==> config.mk <==
export PLATFORM = sky130hd
export DESIGN_NAME = adder_operand_stager
export DESIGN_NICKNAME = d
export VERILOG_FILES = /design/src/rtl/adder_operand_stager.sv
export SDC_FILE = /design/constraint.sdc
export NUM_CORES = 1
export LEC_CHECK = 0
export CORE_MARGIN = 2
export CORE_UTILIZATION = 40
export DETAILED_ROUTE_END_ITERATION = 8
export MAX_ROUTING_LAYER = met4
export PLACE_DENSITY = 0.66
export SLEW_MARGIN = 20
export SYNTH_ARGS = -nofsm -noshare
export SYNTH_HDL_FRONTEND = slang
export SYNTH_SLANG_ARGS = --single-unit
==> constraint.sdc <==
create_clock -name clk -period 4 [get_ports clk]
set_input_delay 0.8 -clock clk [delete_from_list [all_inputs] [get_ports clk]]
set_output_delay 0.8 -clock clk [all_outputs]
set_load 0.01 [all_outputs]
==> src/rtl/adder_operand_stager.sv <==
// adder_operand_stager
//   Operand feeder for the 12-bit Brent-Kung adder. Operand pairs (A,B) come in
//   on a valid/ready handshake and are held in a 2-entry skid FIFO. The head
//   entry is driven onto the adder's interleaved operand bus
//   (bus[2i]=A[i], bus[2i+1]=B[i]).
//   in_ready depends only on registered state, so the ready path between the
//   operand source and the adder-side consumer is broken.
//
// Ports
//   clk        rising-edge clock
//   rst        asynchronous active-high reset
//   in_valid   operand pair present          in_ready   stager can accept
//   in_a/in_b  operands (WIDTH)
//   out_valid  out_bus holds a pair          out_ready  consumer takes pair
//   out_bus    interleaved operands (2*WIDTH), zero when empty
//   occupancy  entries held (0..2)
//   xfer_cnt   pairs delivered since reset, wraps modulo 2^CNT_W
module adder_operand_stager #(
  parameter int WIDTH = 12,
  parameter int CNT_W = 16
) (
  input  logic                 clk,
  input  logic                 rst,
  input  logic                 in_valid,
  output logic                 in_ready,
  input  logic [WIDTH-1:0]     in_a,
  input  logic [WIDTH-1:0]     in_b,
  output logic                 out_valid,
  input  logic                 out_ready,
  output logic [2*WIDTH-1:0]   out_bus,
  output logic [1:0]           occupancy,
  output logic [CNT_W-1:0]     xfer_cnt
);

  // Entries are stored raw as {B,A}; interleaving happens only at the output mux.
  logic [1:0][2*WIDTH-1:0] r_mem;
  logic                    r_rd;
  logic                    r_wr;
  logic [1:0]              r_occ;
  logic [CNT_W-1:0]        r_cnt;

  logic                    w_push;
  logic                    w_pop;
  logic [2*WIDTH-1:0]      w_head;
  logic [2*WIDTH-1:0]      w_bus;

  assign in_ready  = ~rst & (r_occ != 2'd2);
  assign out_valid = (r_occ != 2'd0);
  assign w_push    = in_valid & in_ready;
  assign w_pop     = out_valid & out_ready;
  assign w_head    = r_mem[r_rd];

  for (genvar i = 0; i < WIDTH; i++) begin : g_ilv
    assign w_bus[2*i]   = w_head[i];
    assign w_bus[2*i+1] = w_head[WIDTH+i];
  end

  assign out_bus   = out_valid ? w_bus : '0;
  assign occupancy = r_occ;
  assign xfer_cnt  = r_cnt;

  always_ff @(posedge clk or posedge rst) begin
    if (rst) begin
      r_mem <= '0;
      r_rd  <= 1'b0;
      r_wr  <= 1'b0;
      r_occ <= 2'd0;
      r_cnt <= '0;
    end else begin
      if (w_push) begin
        r_mem[r_wr] <= {in_b, in_a};
        r_wr        <= ~r_wr;
      end
      if (w_pop) begin
        r_rd  <= ~r_rd;
        r_cnt <= r_cnt + 1'b1;
      end
      // Simultaneous push and pop leaves the count unchanged.
      case ({w_push, w_pop})
        2'b10:   r_occ <= r_occ + 2'd1;
        2'b01:   r_occ <= r_occ - 2'd1;
        default: r_occ <= r_occ;
      endcase
    end
  end

endmodule

==> results of run 1 <==
[area by class of cell]
class                   instances  area, um2  share of cell area [%]
multi-input cells             153       1280                    31.7
inverters                       3       11.3                   0.279
flip-flops and latches         68       1700                    42.1
repair buffers                 75        741                    18.3
clock buffers                  11        131                    3.25
well taps                      99        124                    3.07
clock inverters                 5       52.6                    1.30
[layer usage]
metal	wire [um]	track usage [%]	vias to the layer above
met5	0	-	-
li1	-	-	951
met4	48	6.82	0
met3	225	2.74	6
met1	2860	20.8	990
met2	2860	23.6	48
[state kept, by name, summed over array words and instances (netlist names)]
name and count:
occupancy 2, r_mem 48, r_rd 1, r_wr 1, xfer_cnt 16
[cells in the final DEF (no fill, tap or decap)]
master	count
buf_4	4
clkdlybuf4s50_1	71
o211ai_1	1
and3_1	1
nor3_4	1
nor2_4	1
dfrtp_1	68
clkinvlp_4	1
xor2_1	5
and4_1	1
o21ai_2	1
clkbuf_8	9
nand2b_2	1
nor2b_1	1
bufinv_16	1
mux2i_1	24
nor2_2	1
nor4_1	1
and2_1	1
nand3_1	4
nand3_2	1
nor3_1	2
inv_2	1
xnor2_1	15
nor2_1	27
nand2_2	1
ha_1	2
inv_1	2
clkinv_2	3
mux2_2	48
nand2_1	9
clkbuf_1	2
nand4_1	4
[kinds of logic (layout without fill, tap and decap cells)]
family / Yosys count / in the layout
flip-flops: 68 / 68
AND/OR/NAND/NOR: 57 / 57
AO/OA/AOI/OAI: 2 / 2
buffers and inverters: 13 / 94
XOR/XNOR: 20 / 20
multiplexers: 72 / 72
adder cells (fa/ha/maj): 2 / 2
[worst max-delay path by stage]
stage | endpoint | from
6_report | out_bus[6] | r_rd
5_1_grt | out_bus[1] | r_rd
3_5_place_dp | r_mem[22] | in_valid
3_3_place_gp | in_ready | rst
4_1_cts | out_bus[9] | r_rd
2_1_floorplan | in_ready | rst
[report_power, final]
part	switching [mW]	internal, mW
combinational	0.585	0.868
sequential	0.214	0.987
clock	0.248	0.285
[metrics by stage]
stage | setup slack [ps] | cell area [um2] | instances | hold WS (ps) | power [mW]
detailed placement | 1260 | 3860 | 398 | 462 | 2.69
floorplan | 642 | 3060 | 234 | 479 | 2.02
global placement | 1270 | 3860 | 398 | 461 | 2.66
CTS | 1060 | 4040 | 414 | 477 | 3.23
finish | 1100 | 4040 | 414 | 473 | 3.19
global route | 970 | 4040 | 414 | 482 | 3.41
==> results by group, run 1 <==
Worst setup path
  – CP max FO: 10
  – Worst path cell trace: buf_4, mux2i_1, nor2_1, clkdlybuf4s50_1
  – Worst R2R Setup Slack: 2070 ps
  – WP data arrival: 2100 ps
  – Critical path depth in cells: 4
  – Worst reg2reg startpoint: occupancy[0]
  – CP Class: register to primary output
  – Worst Setup Start Kind: register
  – Family with the most delay on the worst path: buffers and inverters
  – Bufs and invs on worst path: 2
  – Critical Path RT: 3200 ps
  – FF-to-FF End: r_mem[2]
  – Worst path max stage delay: around 680 ps
  – CP max stage cell: dfrtp_1
  – Crit end category: primary output
  – Worst reg2reg path depth: 4

Pwr
  – Peak VDD IR: 0.363 mV
  – Lkg Pwr: 1.76 nW
  – Cell Pwr Density: ~800 nW/um2

Yosys
  – Xor and xnor area share after synthesis: 5.73%
  – Ys async rst share: 100%
  – Top cells by instance count after synthesis: dfrtp_1, mux2_2, nor2_1
  – Synth cell types: 28
  – Cell taking the most area after synthesis: dfrtp_1
  – Simple-gate share of the synthesized area: 9.17%
  – Post-Synth Adder-Cell Area: less than 1%
  – Largest family of logic cells by synthesized area: multiplexers
  – Ys Warns: 0
  – Area share of the largest cell type after synthesis: 55.6%
  – Compound-Gate Fraction of Synth Area: 0.532%
  – Post-synthesis mux area share: between 20 and 30%
  – Post-synthesis register bit count: 68
  – Syn Area/Cell: 13.1 um2
  – Top-count cell post-synth: dfrtp_1
  – Top cells by area, synth: dfrtp_1, mux2_2, mux2i_1
  – Post-Syn Area: 3060 um2
  – Dominant synthesized flop cell: dfrtp_1
  – Syn_nets: ~260
  – Number of flops mapped to enable cells by yosys: 0
  – Synth Instances: around 230
  – Sequential area share after synthesis: 55.6%

Timing
  – Period minus WS final: ~2900 ps
  – Max frequency: approximately 340 MHz
  – Setup TNS: 0 ps
  – Fin crit share: between 70% and 80%
  – Final setup skew: 12.1 ps
  – Least-Margin Pin Slew: 861 ps
  – Final Max Tran Viols: 0
  – Relative slew slack: 42.6%
  – Final Hold Viols: 0
  – Unrepaired setup endpoints after global routing: false
  – Final setup fails: 0

Hold path
  – Hold Path Origin: xfer_cnt[15]
  – Hold path endpoint: xfer_cnt[15]
  – Worst Hold Depth: 1
  – Type of the worst min-delay path: register to register

Cells and area
  – Layout area overhead: 32.2%
  – Diode count: 0
  – Finished Core Util: 55.1%
  – Layout net count: 340
  – Fill count: 632
  – Share of layout cells above drive strength 1: a little under a quarter

Route
  – Antenna Nets Post-Route: 0
  – DRC viols: 0
  – Initial DRC count: 76
  – Final wirelength: about 6000 um
  – First drt pass iteration count: 4
  – Vias: approximately 2,000
  – Vias/cell: ~4.8
  – Routed wire per std cell: 14.5 um

Die
  – I/O pins: 72
  – Initial core utilization: 41.7%
  – Die ar.: 8360 um2
  – DIE WIDTH: ~91 um
  – Core ar.: 7330 um2
  – Chip Height: approximately 91 um
  – Cell row count: 31

Placed design
  – Post-DP HPWL: 3920 um
  – RePlAce Congestion: 0.736
  – IO buf count: 71

Clock tree
  – Clock buffer depth: 2
  – Post-CTS setup buffer count: 0
  – Clock root buffer: clkbuf_8
  – Clock Sinks: 68
  – CTS H-tree lvls: 3
  – Post_cts resized: 0
  – Clk pin slew, worst setup/hold paths: 80 ps
  – Hold bufs inserted after CTS: 0
  – Clock Latency Late Sink: 330 ps
  – CTS tree: done
  – CTS buffer count: 9

Global routing
  – Vias in the first global route: 1,990
  – GRT Total Usage: between 10% and 20%
  – First-pass GRT wire length: 10,000 um
  – Largest net degree at the start of global routing: 69
  – Initial antenna violation count: 0
  – Grt ovf: 0

Job
  – Max_cap viols: 0

Run status
  – Outcome: complete, no violations
Note: power is estimated with default switching activity, not from simulation.
==> run 2: changes to the inputs <==
--- a/config.mk
+++ b/config.mk
@@ -9,7 +9,7 @@
 export CORE_UTILIZATION = 40
 export DETAILED_ROUTE_END_ITERATION = 8
 export MAX_ROUTING_LAYER = met4
-export PLACE_DENSITY = 0.66
+export PLACE_DENSITY = 0.69
 export SLEW_MARGIN = 20
 export SYNTH_ARGS = -nofsm -noshare
 export SYNTH_HDL_FRONTEND = slang
==> constraint.sdc (replaced) <==
create_clock -name clk -period 2.51 [get_ports clk]
set_input_delay 0.502 -clock clk [delete_from_list [all_inputs] [get_ports clk]]
set_output_delay 0.502 -clock clk [all_outputs]
set_load 0.01 [all_outputs]
==> run 2 against run 1 <==
Sequential cell count is the same. Final area grew 2.7%. Wire length shrank 0.77%. Combinational power grew 64%. Global-route usage grew 0.099 points. Critical path depth is the same. Worst setup slack lost 970 ps. Via count grew 0.50%.
==> results by group, run 2 (same netlist as run 1, synthesis figures left out) <==
Route
  – DRC viols: 0 (unchanged)
  – Vias/cell: 4.82 (about the same)
  – First drt pass iteration count: 4 (unchanged)
  – Initial DRC count: 75 (was 76)
  – Routed wire per std cell: 14.3 um (was 14.5 um)
  – Final wirelength: 5950 um (was 5990 um)
  – Antenna Nets Post-Route: 0 (unchanged)
  – Vias: 2,005 (was 1,995)

Cells and area
  – Max FFs per register: 48 (unchanged)
  – Most flop-heavy register: r_mem (unchanged)
  – Share of layout cells above drive strength 1: 24.9% (was 23.5%)
  – Most frequent cells in the layout: clkdlybuf4s50_1, dfrtp_1, mux2_2, nor2_1, mux2i_1 (unchanged)
  – Finished Core Util: 56.6% (was 55.1%)
  – Diode count: 0 (unchanged)
  – Layout area overhead: 35.7% (was 32.2%)
  – Layout Cells excl Fill: 416 (was 414)
  – Commonest non-fill, non-tap cell in the layout: clkdlybuf4s50_1 (unchanged)
  – Layout net count: 342 (was 340)

Die
  – Core ar.: 7330 um2 (unchanged)
  – I/O pins: 72 (unchanged)
  – Initial core utilization: 41.7% (unchanged)
  – DIE WIDTH: 91.4 um (unchanged)
  – Chip Height: 91.4 um (unchanged)
  – Cell row count: 31 (unchanged)
  – Die ar.: 8360 um2 (unchanged)

Worst setup path
  – FF-to-FF End: occupancy[1] (was r_mem[2])
  – CP max FO: 25 (was 10)
  – CP Class: register to primary output (unchanged)
  – Worst Setup Start Kind: register (unchanged)
  – Crit path from: occupancy[0] (was r_rd)
  – Crit end category: primary output (unchanged)
  – Worst R2R Setup Slack: 860 ps (was 2070 ps)
  – WP data arrival: 1870 ps (was 2100 ps)
  – Critical Path RT: 2010 ps (was 3200 ps)
  – Worst reg2reg path depth: 6 (was 4)
  – Worst reg2reg startpoint: occupancy[0] (unchanged)

Timing
  – Post-route setup slack: 134 ps (was 1100 ps)
  – Final Max Tran Viols: 0 (unchanged)
  – Setup TNS: 0 ps (unchanged)
  – Final setup skew: 7.97 ps (was 12.1 ps)
  – Fin crit share: 94.7%
  – Final setup fails: 0 (unchanged)
  – Least-Margin Pin Slew: 836 ps (was 861 ps)
  – Final Hold Viols: 0 (unchanged)
  – Period minus WS final: about 2400 ps
  – Relative slew slack: 44.2% (was 42.6%)
  – Max frequency: around 420 MHz
  – Unrepaired setup endpoints after global routing: false (unchanged)

Clock tree
  – Clock Sinks: 68 (unchanged)
  – Clock buffer depth: 2 (unchanged)
  – CTS buffer count: 9 (unchanged)
  – CTS tree: done (unchanged)
  – Clk pin slew, worst setup/hold paths: 80 ps (about the same)
  – Clock root buffer: clkbuf_8 (unchanged)
  – Clock Latency Late Sink: 340 ps (was 330 ps)
  – Hold bufs inserted after CTS: 0 (unchanged)
  – CTS H-tree lvls: 3 (unchanged)

Placed design
  – Post-DP HPWL: 3980 um (was 3920 um)
  – Placed Instances: 400 (was 398)
  – IO buf count: 71 (unchanged)
  – Placement Setup Slack: 270 ps (was 1260 ps)
  – RePlAce Congestion: 0.741 (was 0.736)

Global routing
  – Largest net degree at the start of global routing: 69 (unchanged)
  – First-pass GRT wire length: 10,000 um (about the same)
  – Vias in the first global route: 2,099 (was 1,990)
  – Initial antenna violation count: 0 (unchanged)
  – Grt ovf: 0 (unchanged)
  – GRT Total Usage: 15.8% (was 15.7%)

Pwr
  – Clock Power Share: 20.4% (was 16.7%)
  – Reg power frac: 35.4% (was 37.7%)
  – Internal power: 3.66 mW (was 2.14 mW)
  – Peak VDD IR: 0.595 mV (was 0.363 mV)
  – Cell Pwr Density: 1290 nW/um2 (was 789 nW/um2)
  – Comb pwr share: 44.2% (was 45.6%)
  – Sw Ratio: 31.9% (was 32.9%)
  – Psw: 1.72 mW (was 1.05 mW)
  – Lkg Pwr: 1.80 nW (was 1.76 nW)

Job
  – Max_cap viols: 0 (unchanged)

Hold path
  – Worst Hold Depth: 1 (unchanged)
  – Hold path endpoint: xfer_cnt[15] (unchanged)
  – Type of the worst min-delay path: register to register (unchanged)
  – Hold Path Origin: xfer_cnt[15] (unchanged)

Run status
  – Outcome: complete, no violations (unchanged)
## run 2: changes by cell type in the layout (fill, tap and decap cells not counted), sizes merged
cell / previous run / this run
buf: 4 / 6
clkinvlp: 1 / 2
bufinv: 1 / 3
clkinv: 3 / 2
clkbuf: 11 / 9
## run 2: power groups by stage
stage / Sequential, mW / Combinational, mW / Clock (mW)
after global routing: 1.97 / 2.59 / 1.17
after floorplan: 1.84 / 1.39 / 0
after global placement: 1.90 / 2.38 / 0
final: 1.90 / 2.38 / 1.10
after detailed placement: 1.92 / 2.41 / 0
after CTS: 1.90 / 2.43 / 1.12
## run 2: per-stage QoR
step / power (mW) / cell area (um2) / hold slack, ps
after floorplan: 3.22 / 3060 / 479
after global placement: 4.27 / 3900 / 461
after detailed placement: 4.34 / 3900 / 462
after CTS: 5.45 / 4150 / 478
after global routing: 5.73 / 4150 / 509
final: 5.37 / 4150 / 472
## run 2: final cells by class
type	instances	area, um2
fill	620	3180
sequential	68	1700
multi-input combinational	153	1280
timing repair buffer	77	781
clock buffer	9	124
clock inverter	7	124
tap	99	124
inverter	3	15.0
## run 2: routing by layer
| layer | vias up | track usage, % | share of wire (%) | routed length, um |
|---|---|---|---|---|
| met1 | 993 | 19.4 | 46 | 2740 |
| met3 | 7 | 3.49 | 4.1 | 244 |
| met2 | 45 | 24.6 | 48 | 2860 |
| met4 | 0 | 7.58 | 1.7 | 99 |
| met5 | - | - | 0 | 0 |
| li1 | 960 | - | - | - |
## run 2: worst max-delay path by stage
stage,end,slack [ps]
2_1_floorplan,in_ready,140
3_3_place_gp,in_ready,290
3_5_place_dp,in_ready,270
4_1_cts,out_bus[20],10
5_1_grt,out_bus[15],20
6_report,out_bus[2],130
## run 2: worst max-delay path: stages, from the launching register on
cell and delay, ps:
dfrtp_1 480, nor2_2 140, buf_4 310, nor2_1 90, clkdlybuf4s50_1 510
## run 2: timing repair
action,in CTS,in global routing
gates resized for setup,0,1
endpoints found under the setup margin,0,8
setup buffers,0,0
==> run 3: changes to the inputs <==
--- a/config.mk
+++ b/config.mk
@@ -7,6 +7,7 @@
 export LEC_CHECK = 0
 export CORE_MARGIN = 2
 export CORE_UTILIZATION = 40
+export CTS_BUF_LIST = sky130_fd_sc_hd__clkbuf_8
 export DETAILED_ROUTE_END_ITERATION = 8
 export MAX_ROUTING_LAYER = met4
 export PLACE_DENSITY = 0.69
==> results of run 3 <==
The final DEF is identical to that of run 2; final timing and power are the same.
